==> config.mk <==
export PLATFORM = sky130hd
export DESIGN_NAME = oct_rr_arbiter
export DESIGN_NICKNAME = d
export VERILOG_FILES = /design/src/rtl/oct_rr_arbiter_pkg.sv /design/src/rtl/oct_rr_arbiter_pick8.sv /design/src/rtl/oct_rr_arbiter.sv
export SDC_FILE = /design/constraint.sdc
export NUM_CORES = 1
export LEC_CHECK = 0
export ABC_CLOCK_PERIOD_IN_PS = 7000
export CAP_MARGIN = 20
export CORE_UTILIZATION = 52
export CTS_CLUSTER_DIAMETER = 50
export DETAILED_ROUTE_END_ITERATION = 8
export DONT_BUFFER_PORTS = 1
export PLACE_DENSITY = 0.67
export SKIP_LAST_GASP = 1
export SLEW_MARGIN = 10
export SYNTH_ARGS = -nofsm -noshare
export SYNTH_HDL_FRONTEND = slang
export SYNTH_SLANG_ARGS = --single-unit
==> constraint.sdc <==
create_clock -name clk -period 7 [get_ports clk]
set_input_delay 1.4 -clock clk [delete_from_list [all_inputs] [get_ports clk]]
set_output_delay 1.4 -clock clk [all_outputs]
set_load 0.03 [all_outputs]
==> src/rtl/oct_rr_arbiter_pkg.sv <==
`default_nettype none
// ============================================================================
// Module   : oct_rr_arbiter_pkg
// Brief    : Shared state encodings and sizes for the 8-way round-robin arbiter.
// Revision : 1.0
// ============================================================================
package oct_rr_arbiter_pkg;

    localparam int N_REQ = 8;
    localparam int IDX_W = 3;

    typedef enum logic [0:0] {
        ST_IDLE  = 1'b0,
        ST_GRANT = 1'b1
    } arb_state_t;

endpackage : oct_rr_arbiter_pkg
`default_nettype wire

==> src/rtl/oct_rr_arbiter_pick8.sv <==
`default_nettype none
// ============================================================================
// Module   : rr_pick8
// Brief    : Combinational round-robin picker: first set bit of mask at or after start.
// Revision : 1.0
// ============================================================================
module rr_pick8
    import oct_rr_arbiter_pkg::*;
(
    input  logic [N_REQ-1:0] mask_i,
    input  logic [IDX_W-1:0] start_i,
    output logic [N_REQ-1:0] onehot_o,
    output logic             any_o
);

    logic [IDX_W:0]   w_inv_shift;
    logic [N_REQ-1:0] w_rot;
    logic [N_REQ-1:0] w_low;

    // A shift of 8 (start=0) yields zero, so the OR degenerates to a plain copy.
    assign w_inv_shift = (IDX_W+1)'(N_REQ) - {1'b0, start_i};
    assign w_rot       = (mask_i >> start_i) | (mask_i << w_inv_shift);
    assign w_low       = w_rot & (~w_rot + {{(N_REQ-1){1'b0}}, 1'b1});
    assign onehot_o    = (w_low << start_i) | (w_low >> w_inv_shift);
    assign any_o       = |mask_i;

endmodule : rr_pick8
`default_nettype wire

==> src/rtl/oct_rr_arbiter.sv <==
`default_nettype none
// ============================================================================
// Module   : oct_rr_arbiter
// Brief    : 8-requester round-robin arbiter with registered one-hot grant and hold limit.
// Revision : 1.0
// ============================================================================
module oct_rr_arbiter
    import oct_rr_arbiter_pkg::*;
#(
    parameter int MAX_HOLD = 16
) (
    input  logic             clk,
    input  logic             rst,
    input  logic [N_REQ-1:0] req_i,
    input  logic             done_i,
    output logic [N_REQ-1:0] gnt_o,
    output logic [IDX_W-1:0] gnt_idx_o,
    output logic             gnt_valid_o,
    output logic             preempt_o
);

    localparam logic [7:0] HOLD_SAT = (MAX_HOLD == 0) ? 8'hFF : 8'(MAX_HOLD - 1);

    arb_state_t       state_q, state_d;
    logic [N_REQ-1:0] gnt_q, gnt_d;
    logic [IDX_W-1:0] ptr_q, ptr_d;
    logic [7:0]       hold_q, hold_d;
    logic             preempt_q, preempt_d;

    logic [IDX_W-1:0] w_owner;
    logic [IDX_W-1:0] w_owner_nxt;
    logic [N_REQ-1:0] w_others;
    logic [N_REQ-1:0] w_pick_mask;
    logic [IDX_W-1:0] w_pick_start;
    logic [N_REQ-1:0] w_pick;
    logic             w_pick_any;
    logic             w_rel_drop;
    logic             w_rel_hold;
    logic             w_release;

    always_comb begin
        w_owner = '0;
        for (int i = 0; i < N_REQ; i++) begin
            if (gnt_q[i]) w_owner = w_owner | IDX_W'(i);
        end
    end

    assign w_owner_nxt = w_owner + IDX_W'(1);
    assign w_others    = req_i & ~gnt_q;
    assign w_rel_drop  = ~|(req_i & gnt_q);
    assign w_rel_hold  = (MAX_HOLD != 0) && (hold_q == HOLD_SAT) && (|w_others);
    assign w_release   = done_i | w_rel_drop | w_rel_hold;

    // The released owner is masked out, so it can never win the handover edge.
    assign w_pick_mask  = (state_q == ST_GRANT) ? w_others    : req_i;
    assign w_pick_start = (state_q == ST_GRANT) ? w_owner_nxt : ptr_q;

    rr_pick8 u_pick (
        .mask_i   (w_pick_mask),
        .start_i  (w_pick_start),
        .onehot_o (w_pick),
        .any_o    (w_pick_any)
    );

    always_comb begin
        state_d   = state_q;
        gnt_d     = gnt_q;
        ptr_d     = ptr_q;
        hold_d    = hold_q;
        preempt_d = 1'b0;
        case (state_q)
            ST_IDLE: begin
                if (w_pick_any) begin
                    gnt_d   = w_pick;
                    hold_d  = '0;
                    state_d = ST_GRANT;
                end
            end
            ST_GRANT: begin
                if (w_release) begin
                    ptr_d     = w_owner_nxt;
                    hold_d    = '0;
                    preempt_d = w_rel_hold & ~done_i & ~w_rel_drop;
                    if (w_pick_any) begin
                        gnt_d = w_pick;
                    end else begin
                        gnt_d   = '0;
                        state_d = ST_IDLE;
                    end
                end else if (hold_q != HOLD_SAT) begin
                    hold_d = hold_q + 8'd1;
                end
            end
        endcase
    end

    always_ff @(posedge clk) begin
        if (rst) begin
            state_q   <= ST_IDLE;
            gnt_q     <= '0;
            ptr_q     <= '0;
            hold_q    <= '0;
            preempt_q <= 1'b0;
        end else begin
            state_q   <= state_d;
            gnt_q     <= gnt_d;
            ptr_q     <= ptr_d;
            hold_q    <= hold_d;
            preempt_q <= preempt_d;
        end
    end

    assign gnt_o       = gnt_q;
    assign gnt_idx_o   = w_owner;
    assign gnt_valid_o = (state_q == ST_GRANT);
    assign preempt_o   = preempt_q;

endmodule : oct_rr_arbiter
`default_nettype wire
==> impl_metrics.ini, run 1 <==
[layout]
layout.nets = 363
nFillCells = 490
drive_above_1_share = 0.112
syn_to_final_growth_pct = 0.935
antenna_cells = 0
multi_input_area_um2 = 2220
finalNonFillerCells = 418
layout.area.seq_um2 = 420

[clocking]
cts_max_level = 1
clkSinkCount = 21
cts_tree = built
cts_hold_buf = 0
cts_buffers = 3
clk_pin_slew_ps = 80
cts_resized = 0
cts-root-buf = clkbuf_8
cts_buffer_depth = 2
cts_setup_buffers = 0
clkLatencyLatePin_ps = 260

[global_route]
antenna_found_initial = 0
grt_max_degree = 36
track_usage = 0.331
grt_overflow = 0
grt_pass1_wl_um = 14400
grt_pass1_vias = 2732

[critical_path]
crit_top_cell = ha_1
path_delay_family = compound AO/OA/AOI/OAI gates
arrival_ps = 5650
path_buf_inv = 2
r2r-end = gnt_o[3]$_SDFFE_PP0P_
cp-start-kind = flop
cp-end-kind = flop
crit_path_max_fanout = 19
cp.required_ps = 7150
critical_path.slowest_cell = ha_1
reg2reg_from = gnt_o[6]$_SDFFE_PP0P_
max_stage_delay_ps = 750
rrSetupSlack_ps = 1500
cp_cell_sequence = nor3_1 > nand2b_1 > ha_1 > mux2_2 > inv_2 > ha_1 > inv_1 > a211oi_1 > o21ai_0 > a22oi_1 > and4_2 > a31oi_1 > o311ai_1
reg2reg_depth = 13
criticalPathCategory = reg2reg

[detailed_routing]
wl_per_cell_um = 21.9
vias = 3114
firstDrtPassIters = 5
antenna_left = 0
drt_iter0_markers = 476
wl_um = 9140
route.detailed.drc = 0
via_per_inst = 7.45

[synthesis]
post-synth-top-area-cell = dfxtp_1
synthesis.instances = 367
syn_avg_cell_area_um2 = 7.66
synth_area_leaders = dfxtp_1 (15%), mux2i_1 (7.1%), nor2_1 (3.9%), nand2_1 (3.6%), nand3_1 (3.0%)
synth.top_cell.area_share = 0.150
ys_ff_latch = 21
async_flop_share = 0
synthesis.nets = 381
yosysWarnings = 0
syn-cell-area_um2 = 2810
seq_area_frac_synth = 0.150
synth_ff_type = dfxtp_1
synth-edff-count = 0
ys_types = 82

[floorplan]
rows = 26
die-width_um = 75.5
die_area_um2 = 5700
io_pins = 24
chipHeight_um = 75.5
start_util = 0.544
core-area_um2 = 5170

[status]
status = complete, no violations

[sta]
rsz0062_at_grt = no
worst_pin_slew_ps = 881
hold_viol = 0
period_needed_ps = 5500
max_freq_ghz = 0.182
slew_headroom = 0.409
fin_worst_skew_ps = 1.61
finalSetupViolations = 0
fin_tns_setup_ps = 0
final_max_slew_viol_count = 0
fin_crit_sh = 0.786

[placement]
port_buffers = 0
place_congestion = 1.05
dp_hpwl_um = 6770
place_inst = 414

[min_path]
hold_path_depth = 2
min_from = hold_q[7]$_SDFFE_PP0P_
hold_path_end = hold_q[7]$_SDFFE_PP0P_
hp-class = reg2reg

[job]
cap_viol_max_count = 0
-- how the worst max path moves through the flow --
stage	to	start	slack [ps]	cells past startpoint
floorplan	gnt_o[3]$_SDFFE_PP0P_	gnt_o[7]$_SDFFE_PP0P_	2620	17
global placement	gnt_o[3]$_SDFFE_PP0P_	gnt_o[6]$_SDFFE_PP0P_	1710	13
detailed placement	gnt_o[3]$_SDFFE_PP0P_	gnt_o[6]$_SDFFE_PP0P_	1700	13
CTS	gnt_o[3]$_SDFFE_PP0P_	gnt_o[6]$_SDFFE_PP0P_	1680	13
global route	gnt_o[3]$_SDFFE_PP0P_	gnt_o[6]$_SDFFE_PP0P_	1260	13
finish	gnt_o[3]$_SDFFE_PP0P_	gnt_o[6]$_SDFFE_PP0P_	1500	13
-- synthesized netlist by cell type, types with 6 or more instances --
| cell type | number |
|---|---|
| a22oi_1 | 11 |
| a21oi_1 | 16 |
| dfxtp_1 | 21 |
| nand4_1 | 6 |
| a211oi_1 | 11 |
| nor4_1 | 7 |
| nor2b_1 | 10 |
| nand2_1 | 27 |
| clkbuf_1 | 11 |
| o211ai_1 | 6 |
| inv_1 | 9 |
| o21ai_0 | 12 |
| mux2i_1 | 20 |
| nor3_1 | 12 |
| nor2_1 | 29 |
| a31oi_1 | 9 |
| nand3_1 | 17 |
| buf_2 | 8 |
| a21boi_0 | 7 |
-- placed cells by master (no fill, tap or decap), types with 5 or more instances in the layout --
cell and n:
a211oi_1 11, a21boi_0 7, a21oi_1 16, a22oi_1 11
a31oi_1 9, dfxtp_1 21, inv_1 9, mux2_2 5
mux2i_1 20, nand2_1 27, nand3_1 17, nand4_1 6
nor2_1 29, nor2b_1 10, nor3_1 12, nor4_1 7
o211ai_1 6, o21ai_0 12, or3_1 5, xor2_1 5
-- per-stage QoR --
| step | hold WS [ps] | util | worst slack (ps) | area, um^2 |
|---|---|---|---|---|
| floorplan | 480 | - | 2620 | 2810 |
| global placement | 504 | 0.540 | 1710 | 2790 |
| detailed placement | 513 | 0.540 | 1700 | 2790 |
| CTS | 533 | 0.549 | 1680 | 2840 |
| global route | 568 | 0.549 | 1260 | 2840 |
| finish | 528 | 0.549 | 1500 | 2840 |
-- routing by layer --
layer / wire (um) / share of wire / track usage / vias to the layer above
met5: 0 / 0 / 0 / -
met4: 196 / 0.021 / 0.103 / 0
met3: 949 / 0.10 / 0.0304 / 30
met2: 4070 / 0.45 / 0.530 / 245
met1: 3920 / 0.43 / 0.470 / 1443
li1: - / - / - / 1396
-- layout make-up --
class	count	share of cell area
Clock inverter	1	0.00176
Inverter	12	0.0168
Sequential cell	21	0.148
Multi-Input combinational cell	309	0.783
Tap cell	70	0.0309
Clock buffer	3	0.0146
Timing Repair Buffer	2	0.00529
-- registers in the layout, summed over array words and instances (netlist names) --
| signal | cells |
|---|---|
| hold_q | 8 |
| gnt_o | 8 |
| ptr_q | 3 |
| gnt_valid_o | 1 |
| preempt_o | 1 |
-- worst min-delay path: cells and delay by family (launching register included) --
kind / cells / cell delay (ps)
xor+xnor: 1 / 70
flops: 1 / 350
simple gates: 1 / 80
-- kinds of logic after synthesis --
family | count (synthesis) | share of synthesized area
AND/OR/NAND/NOR | 143 | 0.283
AO/OA/AOI/OAI | 128 | 0.356
buffers and inverters | 37 | 0.0605
multiplexers | 28 | 0.113
flip-flops | 21 | 0.150
XOR/XNOR | 7 | 0.0245
adder cells (fa/ha/maj) | 3 | 0.0134
Power of run 1 is left out: the tool's default activity adds up to more than one toggle a clock period on the data nets, which glitch-free logic cannot reach.
==> run 2, diff against run 1 <==
- ABC_CLOCK_PERIOD_IN_PS: 7000 -> 4840
- PLACE_DENSITY: 0.67 -> 0.7
- clock period: 7 -> 4.84 ns (I/O delays scaled with it)
==> run 2 against run 1 <==
  * Utilization rose by 1.6 points
  * Cell count is 2.6% higher
  * Via count increased by 1.4%
  * Routed wire length rose by 0.82%
  * Design area increased by 2.9%
  * Fmax up 24%
  * Register-to-register slack lost 1100 ps
  * Critical path depth is the same
  * Global-route usage is 0.88 points higher
  * Critical endpoint unchanged
  * Largest cell class unchanged
==> impl_metrics.ini, run 2 (synthesized netlist as in run 1, its figures left out) <==
[status]
status = complete, no violations

[critical_path]
rrSetupSlack_ps = 410
arrival_ps = 4570
path_buf_inv = 2
critical_path.slowest_cell = dfxtp_1
criticalPathCategory = reg2reg
crit_path_max_fanout = 12
cp-end-kind = flop
crit_top_cell = ha_1
cp-start-kind = flop
r2r-end = gnt_o[3]$_SDFFE_PP0P_
max_stage_delay_ps = 540
path_delay_family = compound AO/OA/AOI/OAI gates
reg2reg_depth = 13
cp.required_ps = 4980
reg2reg_from = gnt_o[7]$_SDFFE_PP0P_
cp_cell_sequence = nor3_1 > nand2b_1 > ha_1 > mux2_2 > inv_2 > ha_1 > inv_1 > o211ai_1 > o311a_1 > a32o_1 > and4_2 > a211oi_1 > o311ai_1

[clocking]
clk_pin_slew_ps = 80
cts_buffers = 3
cts_setup_buffers = 0
cts_buffer_depth = 2
cts-root-buf = clkbuf_8
cts_tree = built
clkSinkCount = 21
clkLatencyLatePin_ps = 260
cts_hold_buf = 0
cts_max_level = 1
cts_resized = 0

[floorplan]
chipHeight_um = 75.5
start_util = 0.544
die-width_um = 75.5
rows = 26
core-area_um2 = 5170
io_pins = 24
die_area_um2 = 5700

[global_route]
track_usage = 0.340
grt_pass1_vias = 2778
grt_max_degree = 30
grt_pass1_wl_um = 14600
antenna_found_initial = 0
grt_overflow = 0

[placement]
dp_hpwl_um = 6820
place_congestion = 0.995
port_buffers = 0

[detailed_routing]
via_per_inst = 7.36
antenna_left = 0
firstDrtPassIters = 5
wl_per_cell_um = 21.5
vias = 3159
wl_um = 9210
drt_iter0_markers = 420
route.detailed.drc = 0

[sta]
worst_pin_slew_ps = 824
rsz0062_at_grt = no
slew_headroom = 0.447
max_freq_ghz = 0.226
period_needed_ps = 4430
fin_worst_skew_ps = 2.17
finalSetupViolations = 0
final_max_slew_viol_count = 0
fin_crit_sh = 0.915
whs_ps = 532
hold_viol = 0
fin_tns_setup_ps = 0

[min_path]
hold_path_depth = 2
hold_path_end = hold_q[7]$_SDFFE_PP0P_
hp-class = reg2reg
min_from = hold_q[7]$_SDFFE_PP0P_

[layout]
syn_to_final_growth_pct = 3.87
final_common_cell = nor2_1
layout.nets = 374
drive_above_1_share = 0.139
mostFrequentLayoutCells = nor2_1 (29), nand2_1 (27), dfxtp_1 (21)
antenna_cells = 0

[job]
cap_viol_max_count = 0
==> run 2: cell count changes in the layout (fill, tap and decap cells not counted) <==
cell | before | now
buf_4 | 2 | 13
==> run 2: worst min-delay path, cell delays in order (launching register included) <==
cell and delay [ps]:
dfxtp_1 350, xor2_1 70, nor2_1 70
==> run 2: cell type report <==
class,instances,area (um^2)
fillers,494,2250
multi-input cells,309,2220
flip-flops and latches,21,420
repair buffers,13,97.6
well taps,70,87.6
inverters,12,47.5
clock buffers,3,41.3
clock inverters,1,5.00
==> run 2: stage by stage <==
step                utilization  setup slack (ps)  cells  instance area (um^2)
floorplan                     -               460    367                  2810
global placement          0.556               664    425                  2870
detailed placement        0.556               577    425                  2870
CTS                       0.565               558    429                  2920
global route              0.565               194    429                  2920
finish                    0.565               413    429                  2920
==> run 2: worst max-delay path by stage <==
stage | start | end | slack [ps] | cells past startpoint
after floorplan | gnt_o[7]$_SDFFE_PP0P_ | gnt_o[3]$_SDFFE_PP0P_ | 460 | 17
after global placement | gnt_o[3]$_SDFFE_PP0P_ | gnt_o[3]$_SDFFE_PP0P_ | 660 | 15
after detailed placement | gnt_o[3]$_SDFFE_PP0P_ | gnt_o[3]$_SDFFE_PP0P_ | 580 | 13
after CTS | gnt_o[7]$_SDFFE_PP0P_ | gnt_o[3]$_SDFFE_PP0P_ | 560 | 13
after global routing | gnt_o[7]$_SDFFE_PP0P_ | gnt_o[2]$_SDFFE_PP0P_ | 190 | 15
final | gnt_o[7]$_SDFFE_PP0P_ | gnt_o[3]$_SDFFE_PP0P_ | 410 | 13
==> run 2: routing by layer <==
| metal | up-vias | wire (um) | GRT usage |
|---|---|---|---|
| met3 | 34 | 1150 | 0.0714 |
| met1 | 1454 | 3770 | 0.468 |
| li1 | 1420 | - | - |
| met4 | 0 | 288 | 0.134 |
| met2 | 251 | 4010 | 0.519 |
| met5 | - | 0 | 0 |
Power of run 2 is left out for the same reason.
==> run 3, diff against run 2 <==
- ABC_CLOCK_PERIOD_IN_PS: 4840 -> 4650
- CTS_BUF_LIST: default -> sky130_fd_sc_hd__clkbuf_2 sky130_fd_sc_hd__clkbuf_4 sky130_fd_sc_hd__clkbuf_8
- PLACE_DENSITY: 0.7 -> 0.67
- clock period: 4.84 -> 4.65 ns (I/O delays scaled with it)
==> run 3 against run 2 <==
  * Via count decreased by 1.3%
  * Critical path depth grew 1
  * Critical path type unchanged
  * Clock skew fell by 0.75 ps
  * Cell count grew 0.93%
  * Flip-flop and latch count is the same
  * Die area unchanged
  * Fmax rose by 0.81%
  * Routed wire length up 1.9%
  * Global-route usage is 0.65 points higher
  * Register-to-register slack got worse by 150 ps
  * Sequential share of layout area fell by 0.15 points
  * First-iteration DRC count shrank 13%
  * Critical endpoint is now gnt_o[5]$_SDFFE_PP0P_
==> impl_metrics.ini, run 3 (synthesized netlist as in run 1, its figures left out) <==
[clocking]
cts_resized = 0
cts_max_level = 1
cts-root-buf = clkbuf_8
clk_pin_slew_ps = 80
cts_hold_buf = 0
cts_buffer_depth = 2
clkLatencyLatePin_ps = 260
cts_buffers = 3
cts_tree = built
cts_setup_buffers = 0
clkSinkCount = 21

[floorplan]
chipHeight_um = 75.5
start_util = 0.544
die-width_um = 75.5
rows = 26
die_area_um2 = 5700
core-area_um2 = 5170
io_pins = 24

[critical_path]
criticalPathCategory = reg2reg
cp.required_ps = 4840
cp-end-kind = flop
cp-start-kind = flop
arrival_ps = 4580
crit_path_max_fanout = 12

[placement]
dp_hpwl_um = 7080
pre_cts_ws_ps = 373
port_buffers = 0
place_congestion = 0.983

[sta]
finalSetupViolations = 0
fin_crit_sh = 0.944
final_max_slew_viol_count = 0
setup_ws_ps = 258
rsz0062_at_grt = no
worst_pin_slew_ps = 907
hold_viol = 0
max_freq_ghz = 0.228
fin_tns_setup_ps = 0
whs_ps = 528
period_needed_ps = 4390
slew_headroom = 0.391
fin_worst_skew_ps = 1.42

[layout]
antenna_cells = 0
mostFrequentLayoutCells = nor2_1 (29), nand2_1 (27), dfxtp_1 (21)
syn_to_final_growth_pct = 4.94
final_common_cell = nor2_1
drive_above_1_share = 0.149
layout.nets = 378
utilization = 0.570

[global_route]
track_usage = 0.346
grt_max_degree = 30
grt_pass1_vias = 2820
antenna_found_initial = 0
grt_pass1_wl_um = 14800
grt_overflow = 0

[detailed_routing]
wl_um = 9390
antenna_left = 0
vias = 3118
drt_iter0_markers = 367
firstDrtPassIters = 5
route.detailed.drc = 0
wl_per_cell_um = 21.7
via_per_inst = 7.20

[min_path]
hp-class = reg2reg

[status]
status = complete, no violations

[job]
cap_viol_max_count = 0
[run 3: cell types whose count changed in the layout (fill, tap and decap cells not counted)]
cell,previous run,this run
buf_4,13,17
[run 3: stage by stage]
stage	cells	instance area, um^2
after floorplan	367	2810
after global placement	429	2900
after detailed placement	429	2900
after CTS	433	2950
after global routing	433	2950
final	433	2950
[run 3: worst max-delay path, cell delays in order, from the launching register on]
cell      delay (ps)
dfxtp_1          500
nor4_4           480
inv_4            180
ha_1             370
mux2_2           290
inv_2             70
ha_1             320
inv_1            370
mux4_2           380
or4_1            450
o211ai_1         160
nand3b_4         120
a32oi_1          260
nand3_1          180
a31oi_1          190
[run 3: final timing paths]
kind / start / cells after the start / end / slack [ps]
setup / recovery: gnt_o[3]$_SDFFE_PP0P_ / 14 / gnt_o[5]$_SDFFE_PP0P_ / 260
hold / removal: hold_q[7]$_SDFFE_PP0P_ / 2 / hold_q[7]$_SDFFE_PP0P_ / 530
setup reg to reg: gnt_o[3]$_SDFFE_PP0P_ / 14 / gnt_o[5]$_SDFFE_PP0P_ / 260
hold reg to reg: hold_q[7]$_SDFFE_PP0P_ / 2 / hold_q[7]$_SDFFE_PP0P_ / 530
[run 3: final cells by class]
type | count | area, um^2
Fill cell | 483 | 2220
Multi-Input combinational cell | 309 | 2220
Sequential cell | 21 | 420
Timing Repair Buffer | 17 | 128
Tap cell | 70 | 87.6
Inverter | 12 | 47.5
Clock buffer | 3 | 41.3
Clock inverter | 1 | 5.00
[run 3: layer usage]
metal,vias up,part of all wire,global-route usage
met5,-,0,0
met4,0,0.029,0.156
met3,29,0.10,0.0384
met2,180,0.44,0.540
met1,1480,0.43,0.481
li1,1429,-,-
Power of run 3 is left out for the same reason.
